<file path="config.mk">
export PLATFORM = sky130hd
export DESIGN_NAME = sprite_fetch_scheduler_flat
export DESIGN_NICKNAME = d
export VERILOG_FILES = /design/src/rtl/sprite_fetch_scheduler_pkg.sv /design/src/rtl/sprite_fetch_scheduler_if.sv /design/src/rtl/sprite_fetch_scheduler_row_buffer.sv /design/src/rtl/sprite_fetch_scheduler.sv /design/src/flat_wrapper.sv
export SDC_FILE = /design/constraint.sdc
export NUM_CORES = 1
export LEC_CHECK = 0
export ABC_AREA = 1
export CAP_MARGIN = 20
export CORE_MARGIN = 8
export CORE_UTILIZATION = 45
export CTS_CLUSTER_SIZE = 25
export DETAILED_ROUTE_END_ITERATION = 8
export GPL_TIMING_DRIVEN = 0
export PLACE_DENSITY_LB_ADDON = 0.1
export SLEW_MARGIN = 20
export SYNTH_ARGS = -nofsm -noshare
export SYNTH_HDL_FRONTEND = slang
export SYNTH_SLANG_ARGS = --single-unit
</file>
<file path="constraint.sdc">
create_clock -name Clk -period 7.42 [get_ports Clk]
set_clock_uncertainty 0.1 [all_clocks]
set_input_delay 1.113 -clock Clk [delete_from_list [all_inputs] [get_ports Clk]]
set_output_delay 1.113 -clock Clk [all_outputs]
set_load 0.01 [all_outputs]
</file>
<file path="src/rtl/sprite_fetch_scheduler_pkg.sv">
// Shared types and constants for the sprite fetch scheduler: entity indices,
// ROM row bases, row type, FSM states and small row helpers.
package pacman_pkg;

    localparam int NUM_ENT = 5;
    localparam int ROM_LAT = 1;

    localparam logic [7:0] PLAYER_BASE = 8'd96;
    localparam logic [7:0] GHOST_BASE  = 8'd224;

    typedef logic [31:0] sprite_row_t;

    typedef enum logic [2:0] {
        ENT_PLAYER,
        ENT_RED,
        ENT_ORANGE,
        ENT_BLUE,
        ENT_PINK
    } ent_e;

    typedef enum logic [1:0] {
        IDLE,
        ISSUE,
        DRAIN,
        DONE
    } fetch_state_e;

    // Player rows are grouped per facing direction, 32 rows each.
    function automatic logic [7:0] row_base(input logic [2:0] idx, input logic [1:0] dir);
        return (idx == 3'(ENT_PLAYER)) ? PLAYER_BASE + {1'b0, dir, 5'd0} : GHOST_BASE;
    endfunction

    function automatic sprite_row_t mirror_row(input sprite_row_t row);
        sprite_row_t r;
        for (int i = 0; i < 32; i++) begin
            r[i] = row[31-i];
        end
        return r;
    endfunction

endpackage

</file>
<file path="src/rtl/sprite_fetch_scheduler_if.sv">
// Shared sprite ROM port: the scheduler drives address/strobe, the ROM returns
// the row one cycle after the strobe.
interface sprite_fetch_scheduler_if;

    logic [7:0]                rom_addr;
    logic                      rom_rd;
    pacman_pkg::sprite_row_t   rom_data;

    modport master (output rom_addr, output rom_rd, input rom_data);
    modport slave  (input rom_addr, input rom_rd, output rom_data);

endinterface

</file>
<file path="src/rtl/sprite_fetch_scheduler_row_buffer.sv">
// Double-buffered per-entity row store: the shadow bank fills during blanking,
// the swap strobe publishes it (including a write landing on the same edge).
module sprite_row_buffer
    import pacman_pkg::*;
(
    input  logic                        Clk,
    input  logic                        Reset_n,
    input  logic                        i_clr,
    input  logic                        i_wr_en,
    input  logic [2:0]                  i_wr_idx,
    input  sprite_row_t                 i_wr_data,
    input  logic                        i_swap,
    output logic [NUM_ENT-1:0][31:0]    o_row_bits,
    output logic [NUM_ENT-1:0]          o_row_valid
);

    sprite_row_t [NUM_ENT-1:0] r_shadow;
    logic        [NUM_ENT-1:0] r_shadow_vld;
    sprite_row_t [NUM_ENT-1:0] r_active;
    logic        [NUM_ENT-1:0] r_active_vld;

    // NOTE: both banks are reset explicitly so nothing stale is ever published;
    // a store this small costs nothing to clear, unlike a RAM macro.
    always_ff @(posedge Clk or negedge Reset_n) begin
        if (!Reset_n) begin
            r_shadow     <= '0;
            r_shadow_vld <= '0;
            r_active     <= '0;
            r_active_vld <= '0;
        end else if (i_swap) begin
            for (int i = 0; i < NUM_ENT; i++) begin
                if (i_wr_en && i_wr_idx == 3'(i)) begin
                    r_active[i]     <= i_wr_data;
                    r_active_vld[i] <= 1'b1;
                end else begin
                    r_active[i]     <= r_shadow[i];
                    r_active_vld[i] <= r_shadow_vld[i];
                end
            end
            r_shadow     <= '0;
            r_shadow_vld <= '0;
        end else if (i_clr) begin
            r_shadow     <= '0;
            r_shadow_vld <= '0;
        end else if (i_wr_en) begin
            r_shadow[i_wr_idx]     <= i_wr_data;
            r_shadow_vld[i_wr_idx] <= 1'b1;
        end
    end

    assign o_row_bits  = r_active;
    assign o_row_valid = r_active_vld;

endmodule

</file>
<file path="src/rtl/sprite_fetch_scheduler.sv">
// Fetches next-line sprite rows for five entities from one shared ROM during
// blanking. Optional SPRITE_MIRROR_EN bit-reverses ghost rows on ghost_flip.
module sprite_fetch_scheduler
    import pacman_pkg::*;
#(
    parameter int H_FETCH = 640,
    parameter int H_SWAP  = 799,
    parameter int V_LAST  = 524
) (
    input  logic                        Clk,
    input  logic                        Reset_n,
    input  logic [9:0]                  DrawX,
    input  logic [9:0]                  DrawY,
    input  logic [NUM_ENT-1:0][9:0]     ent_y,
    input  logic [9:0]                  spriteSize,
    input  logic [1:0]                  dir,
    input  logic [3:0]                  ghost_flip,
    sprite_fetch_scheduler_if.master    rom_if,
    output logic [NUM_ENT-1:0][31:0]    row_bits,
    output logic [NUM_ENT-1:0]          row_valid,
    output logic                        busy,
    output logic                        overrun
);

    localparam logic [2:0] LAST_IDX = 3'(NUM_ENT - 1);

    fetch_state_e   r_state;
    logic [2:0]     r_idx;
    logic [9:0]     r_next_line;
    logic           r_tag_vld;
    logic [2:0]     r_tag_idx;
    logic           r_busy;
    logic           r_overrun;

    logic               w_fetch_start;
    logic               w_swap;
    logic               w_hit;
    logic               w_clr;
    logic signed [11:0] w_line;
    logic signed [11:0] w_lo;
    logic signed [11:0] w_hi;
    logic [7:0]         w_addr;
    sprite_row_t        w_cap_row;

    assign w_fetch_start = (DrawX == 10'(H_FETCH));
    assign w_swap        = (DrawX == 10'(H_SWAP));
    assign w_clr         = (r_state == IDLE) && w_fetch_start && !w_swap;

    // Signed, widened range so a sprite straddling line 0 does not wrap.
    assign w_line = signed'({2'b00, r_next_line});
    assign w_lo   = signed'({2'b00, ent_y[r_idx]}) - signed'({2'b00, spriteSize});
    assign w_hi   = signed'({2'b00, ent_y[r_idx]}) + signed'({2'b00, spriteSize});
    assign w_hit  = (r_state == ISSUE) && (w_line >= w_lo) && (w_line <= w_hi);
    assign w_addr = 8'(w_line - w_lo) + row_base(r_idx, dir);

    assign rom_if.rom_rd   = w_hit;
    assign rom_if.rom_addr = w_hit ? w_addr : 8'd0;

`ifdef SPRITE_MIRROR_EN
    assign w_cap_row = (r_tag_idx != 3'(ENT_PLAYER) && ghost_flip[2'(r_tag_idx - 3'd1)])
                     ? mirror_row(rom_if.rom_data) : rom_if.rom_data;
`else
    logic w_unused_flip;
    assign w_unused_flip = ^ghost_flip;
    assign w_cap_row     = rom_if.rom_data;
`endif

    // NOTE: all state here is updated with <= so every register samples the
    // pre-edge values of its neighbours regardless of statement order.
    always_ff @(posedge Clk or negedge Reset_n) begin
        if (!Reset_n) begin
            r_state     <= IDLE;
            r_idx       <= '0;
            r_next_line <= '0;
            r_tag_vld   <= 1'b0;
            r_tag_idx   <= '0;
            r_busy      <= 1'b0;
            r_overrun   <= 1'b0;
        end else begin
            r_tag_vld <= w_hit;
            r_tag_idx <= r_idx;
            if (w_swap) begin
                // Swap always wins; an unfinished fetch is abandoned.
                if (r_state == ISSUE || r_state == DRAIN || w_fetch_start) begin
                    r_overrun <= 1'b1;
                end
                r_state   <= IDLE;
                r_busy    <= 1'b0;
                r_tag_vld <= 1'b0;
            end else begin
                case (r_state)
                    IDLE: begin
                        if (w_fetch_start) begin
                            r_next_line <= (DrawY == 10'(V_LAST)) ? 10'd0 : DrawY + 10'd1;
                            r_idx       <= '0;
                            r_state     <= ISSUE;
                            r_busy      <= 1'b1;
                        end
                    end
                    ISSUE: begin
                        if (r_idx == LAST_IDX) begin
                            r_state <= DRAIN;
                        end else begin
                            r_idx <= r_idx + 3'd1;
                        end
                    end
                    DRAIN: begin
                        // With a one-cycle ROM the last read lands on this edge.
                        r_state <= DONE;
                        r_busy  <= 1'b0;
                    end
                    DONE: r_state <= DONE;
                    default: r_state <= IDLE;
                endcase
            end
        end
    end

    sprite_row_buffer u_row_buffer (
        .Clk         (Clk),
        .Reset_n     (Reset_n),
        .i_clr       (w_clr),
        .i_wr_en     (r_tag_vld),
        .i_wr_idx    (r_tag_idx),
        .i_wr_data   (w_cap_row),
        .i_swap      (w_swap),
        .o_row_bits  (row_bits),
        .o_row_valid (row_valid)
    );

    assign busy    = r_busy;
    assign overrun = r_overrun;

endmodule

</file>
<file path="src/flat_wrapper.sv">
// flat-port wrapper written by rule: the top's interface ports become plain ports
module sprite_fetch_scheduler_flat import pacman_pkg::*;
#(
    parameter int H_FETCH = 640,
    parameter int H_SWAP  = 799,
    parameter int V_LAST  = 524
)
  (Clk, Reset_n, DrawX, DrawY, ent_y, spriteSize, dir, ghost_flip, row_bits, row_valid, busy, overrun, rom_if_rom_addr, rom_if_rom_rd, rom_if_rom_data);
  sprite_fetch_scheduler_if rom_if_i ();
  input  logic Clk;
  input  logic Reset_n;
  input  logic [9:0] DrawX;
  input  logic [9:0] DrawY;
  input  logic [NUM_ENT-1:0][9:0] ent_y;
  input  logic [9:0] spriteSize;
  input  logic [1:0] dir;
  input  logic [3:0] ghost_flip;
  output logic [NUM_ENT-1:0][31:0] row_bits;
  output logic [NUM_ENT-1:0] row_valid;
  output logic busy;
  output logic overrun;
  output wire logic [$bits(rom_if_i.rom_addr)-1:0] rom_if_rom_addr;
  output wire logic [$bits(rom_if_i.rom_rd)-1:0] rom_if_rom_rd;
  input wire logic [$bits(rom_if_i.rom_data)-1:0] rom_if_rom_data;
  assign rom_if_rom_addr = rom_if_i.rom_addr;
  assign rom_if_rom_rd = rom_if_i.rom_rd;
  assign rom_if_i.rom_data = rom_if_rom_data;
  sprite_fetch_scheduler #(.H_FETCH(H_FETCH), .H_SWAP(H_SWAP), .V_LAST(V_LAST)) u_core (.Clk(Clk), .Reset_n(Reset_n), .DrawX(DrawX), .DrawY(DrawY), .ent_y(ent_y), .spriteSize(spriteSize), .dir(dir), .ghost_flip(ghost_flip), .rom_if(rom_if_i), .row_bits(row_bits), .row_valid(row_valid), .busy(busy), .overrun(overrun));
endmodule
</file>
* After elaboration in Yosys (flattened, before gate mapping)
Index checks and enable logic that the tools add are counted.
Cells by class: add/sub/neg operators 7, multipliers 0, div/mod/pow operators 0, order comparisons 5, eq/ne operators 15, shifts and indexed selects 0, muxes and demuxes 37, bitwise gates (word level) 2, reductions and logical operators 25
Operators by type and width (number):
- $mux W160 | 3
- $mux W32 | 6
- $bwmux W160 | 1
- $demux W32 S3 | 1
- $bmux W10 S3 | 1
- $eq A10 B10 Y1 const B | 3
- $mux W10 | 2
- $mux W8 | 2
- $mux W5 | 3
- $add A10 B10 Y11 | 1
- $ge A11 B11 Y1 | 1
- $le A10 B11 Y1 | 1
- $sub A10 B10 Y11 | 1
- $add A10 B1 Y10 const B | 1
- $logic_and A1 B1 Y1 | 10
- $mux W1 | 9
- $add A7 B7 Y8 const A | 1
- $add A8 B8 Y8 | 1
- $lt A3 B4 Y1 const B | 2
- $sub A8 B8 Y8 | 1
- $eq A3 B2 Y1 const B | 2
- $eq A3 B3 Y1 const B | 2
- $logic_not A3 Y1 | 2
- $mux W2 | 3
- other kinds (25) | 31
Storage, ports and cells: register bits 351, bits in latches 0, RAM bits 0, ROM bits 0, bits of input ports 120, word-level logic and storage cells 110, memories kept 0

* Depth between registers and ports, before layout
word-level depth 8, mapped depth 25, depth with buffers taken out 25

* Cells and area by module
A second synthesis with hierarchy kept.
Second synthesis, totals: cells, all modules 2266, area total of the unflattened synthesis 17648.2 sq um
By module, submodules not included:
- sprite_row_buffer | instances 1, cells each 1781, area an instance 14219.9 sq um, sequential area each 8257.9 sq um
- sprite_fetch_scheduler | instances 1, cells each 485, area an instance 3428.3 sq um, sequential area each 525.5 sq um

* Worst setup path before layout
No wires, ideal clock.
kind input to output, start point in ent_y[20] (netlist bit), end point out rom_if_rom_addr[0], data arrival time 4112 ps, slack 2095 ps, cell stages on the path 23, buffers on the path 0, path through nand2_1 -> a221o_1 -> o21ai_0 -> ha_1 -> inv_1 -> fa_1 -> nor2_1 -> nor2_1 -> o21bai_4 -> a21oi_1 -> o21ai_0 -> xor2_1 -> ha_1 -> nand2_1 -> inv_1 -> o21ai_0 -> nand4_1 -> nand2_1 -> nand2_1 -> a21o_1 -> nand3b_1 -> nand3_4 -> nor2_1
On the way: word-level cells in the longest chain between the ends 7
RTL lines:
- from (decl) | line flat_wrapper.sv:14 | input logic [NUM_ENT-1:0][9:0] ent_y;
- $bmux W10 S3 (*) | line sprite_fetch_scheduler.sv:51, sprite_fetch_scheduler.sv:52
- $mux W10 (implied by the code) (*) | line sprite_fetch_scheduler.sv:51, sprite_fetch_scheduler.sv:52
- branches (longest 4 deep; another with $sub A10 B10 Y11)
- $mux W8 (*) | line sprite_fetch_scheduler.sv:57 | assign rom_if.rom_addr = w_hit ? w_addr : 8'd0;
- to (decl) | line flat_wrapper.sv:22 | output wire logic [$bits(rom_if_i.rom_addr)-1:0] rom_if_rom_addr;
Mark *: on every way between the ends. The select of a mux whose other input is x is not followed.

* Worst setup path after layout
start point in ent_y[30] (netlist bit), end point out rom_if_rom_addr[3]
The elaborated chain is that of the path after synthesis.

==> flow_summary.ini <==
[route]
routed_wl_mm = 47.2
dr.pass1.iters = 5
final_antenna_net_count = 0
vias_per_cell = 5.21
routedWlPerCell_um = 20.0
drt_iter0_drc = 732
vias = 12300
drc_errors = 0

[logic_synthesis]
netlist.area_leader.share = 0.560
ys_ff_latch = 351
ys.flop_type = dfrtp_1
synth-edff-count = 0
syn_nets = 1730
avgSynthCellArea_sq_um = 10.1
synthDistinctLibCells = 48
yosys.area.top_type = dfrtp_1
synth_area_leaders = dfrtp_1 (56%), mux2i_1 (10%), nand2_1 (6.1%)
ys_async_sr_fraction = 1.00
syn_area_sq_um = 15700
synth_warnings = 0
seq_area_frac_synth = 0.560
synthCells = 1550

[outcome]
status = finished, final reports clean

[sta]
worstMarginPinSlew_ps = 900
timing.hold.ws_ps = 324
slew_violations = 0
min_period_ps = 6950
slew_headroom = 0.394
rsz0062_at_grt = false
fin_crit_sh = 0.936
setup_viol = 0
tns_ps = 0
max_freq_ghz = 0.144
hold_viol = 0
fin_ws_ps = 475

[critical_path]
slowest_stage = clkdlybuf4s50_1
critPathMaxStageDelay_ps = 550
cp-start-kind = input port
reg2reg_slack_ps = 2600
required_ps = 6210
cp-end-kind = output port
crit_arrival_ps = 5730
worst-setup-path-type = input port to output port
worstPathMaxFanout = 10

[placed_design]
place.gp.congestion = 0.865
preCtsSetupSlack_ps = 468
io_buffers = 291
dp.cells = 2300
place_hpwl_mm = 35.7
placed_cell_area_sq_um = 19300

[cts]
cts_buffers = 38
cts.reportedPaths.clkPinSlew_ps = 60
tritoncts = done
cts_num_sinks = 351
hold_buffers = 0
clock_latency_ps = 510
clock-root-buffer = clkbuf_16
cts_max_path_buffers = 3
h-tree-depth = 2
cts_setup_buffers = 0

[pwr]
p_per_area_nw_per_um2 = 206
ir_drop_uv = 172
p_leak_nw = 10.6

[global_route]
grt_pass1_wl_mm = 74.1
grt_max_degree = 99
grt_usage = 0.228
grt_overflow = 0
grt_pass1_vias = 12800
antenna_found_initial = 1

[floorplan]
die_y_um = 203
start_util = 0.455
num_rows = 68
core_sq_um = 34500
dieArea_sq_um = 41100
ios = 296
dieWidth_um = 203

[cells_and_area]
nets = 2065
antenna_cells = 0
final_cells = 2363
drive_gt1_frac = 0.0666
design_area_sq_um = 20500
area_delta_synth_final_pct = 30.6

[job]
maxCapViolCount = 0

[min_path]
hold_path_class = input port to async pin
## cells by family after synthesis
logic type,after synthesis,synth area share
DFF,351,0.560
xor gates and xnor gates,27,0.0151
adders and majority gates,60,0.0502
and+or+nand+nor,506,0.130
AOI/OAI and AO/OA,267,0.0934
buffers and inverters,179,0.0497
muxes,160,0.102
## cells in the mapped netlist (2+ instances only)
cell type	number
nand2_2	5
nand4_2	2
o22ai_1	3
inv_1	95
buf_4	13
o21ai_1	3
nand4_1	7
dfrtp_1	351
inv_2	2
nor2_1	195
a31oi_1	5
nand2_1	257
buf_2	29
buf_6	3
xnor2_1	5
a21oi_2	2
a21o_1	2
nand3b_1	2
o21ai_0	192
o32ai_1	2
fa_1	5
nor3_1	4
xor2_1	22
ha_1	55
buf_1	4
and3_1	2
nand3_1	24
a21oi_1	39
a221o_1	10
mux2i_1	160
nand3_2	2
clkbuf_1	32
## what timing repair did
action / in CTS / in global routing
gates resized for setup: 0 / 1
hold endpoints to repair: 0 / 0
endpoints found under the setup margin: 0 / 8
## routing by layer
| metal | share of wire | vias up | global-route usage |
|---|---|---|---|
| met5 | 0.00021 | - | 0 |
| met4 | 0.023 | 2 | 0.0578 |
| met3 | 0.064 | 62 | 0.0510 |
| li1 | - | 5794 | - |
| met1 | 0.46 | 6129 | 0.318 |
| met2 | 0.45 | 334 | 0.358 |
## state kept, by name, indices dropped and copies added (netlist names)
signal                            flops
u_core.u_row_buffer.o_row_valid       5
u_core.r_tag_idx                      3
u_core.u_row_buffer.o_row_bits      160
u_core.overrun                        1
u_core.r_state                        2
u_core.r_next_line                   10
u_core.u_row_buffer.r_shadow        160
u_core.u_row_buffer.r_shadow_vld      5
u_core.r_idx                          3
u_core.busy                           1
u_core.r_tag_vld                      1
## report_power, final
part / internal (mW) / leakage (nW) / total, mW / switching (mW)
Clock: 1.08 / 0.604 / 1.83 / 0.744
Combinational: 0.176 / 5.52 / 0.380 / 0.204
Sequential: 1.99 / 4.43 / 2.02 / 0.0322
Total: 3.25 / 10.6 / 4.23 / 0.980
## per-stage QoR
stage	utilization	total power [mW]
finish	0.595	4.23
global route	0.595	4.40
global placement	0.557	2.42
floorplan	-	2.20
CTS	0.595	4.27
detailed placement	0.560	2.44
## critical path, delay by kind of cell
kind / cells / cell delay (ps)
AO/OA/AOI/OAI: 8 / 1300
buffers and inverters: 4 / 1140
adder cells (fa/ha/maj): 3 / 990
AND/OR/NAND/NOR: 9 / 970
XOR/XNOR: 1 / 220
## worst paths after layout
kind                                              from                                        endpoint  cells after the start
min reg2reg                u_core.r_idx[1]$_DFFE_PN0P_                   u_core.r_tag_idx[1]$_DFF_PN0_                      0
min in group Clk           u_core.r_idx[1]$_DFFE_PN0P_                   u_core.r_tag_idx[1]$_DFF_PN0_                      0
max reg2reg                u_core.r_idx[0]$_DFFE_PN0P_                      u_core.r_tag_vld$_DFF_PN0_                     24
max                                          ent_y[30]                              rom_if_rom_addr[3]                     25
min                                            Reset_n  u_core.u_row_buffer.o_row_bits[68]$_DFFE_PN0P_                      1
max in group asynchronous                      Reset_n    u_core.u_row_buffer.r_shadow[18]$_DFFE_PN0P_                      4
## cell type report
class / instances / area [sq um]
fillers: 2996 / 14000
flip-flops and latches: 351 / 8780
multi-input cells: 1020 / 6130
repair buffers: 295 / 3030
clock buffers: 53 / 1120
well taps: 455 / 569
plain buffers: 81 / 412
inverters: 98 / 368
clock inverters: 10 / 88.8
## cells in the final DEF (no fill, tap or decap), types with 5 or more instances in the layout
cell | Yosys | routed
mux2i_1 | 160 | 160
xnor2_1 | 5 | 5
a21oi_1 | 39 | 39
a31oi_1 | 5 | 5
ha_1 | 55 | 55
inv_1 | 95 | 95
clkbuf_8 | 0 | 9
xor2_1 | 22 | 22
buf_2 | 29 | 29
clkdlybuf4s50_1 | 0 | 290
a221o_1 | 10 | 10
clkbuf_16 | 0 | 39
buf_4 | 13 | 13
nand2_2 | 5 | 5
nor2_1 | 195 | 195
clkbuf_1 | 32 | 37
o21ai_0 | 192 | 191
nand3_1 | 24 | 24
clkinv_2 | 0 | 6
nand4_1 | 7 | 7
fa_1 | 5 | 5
nand2_1 | 257 | 257
dfrtp_1 | 351 | 351
Note: power is estimated with default switching activity, not from simulation.
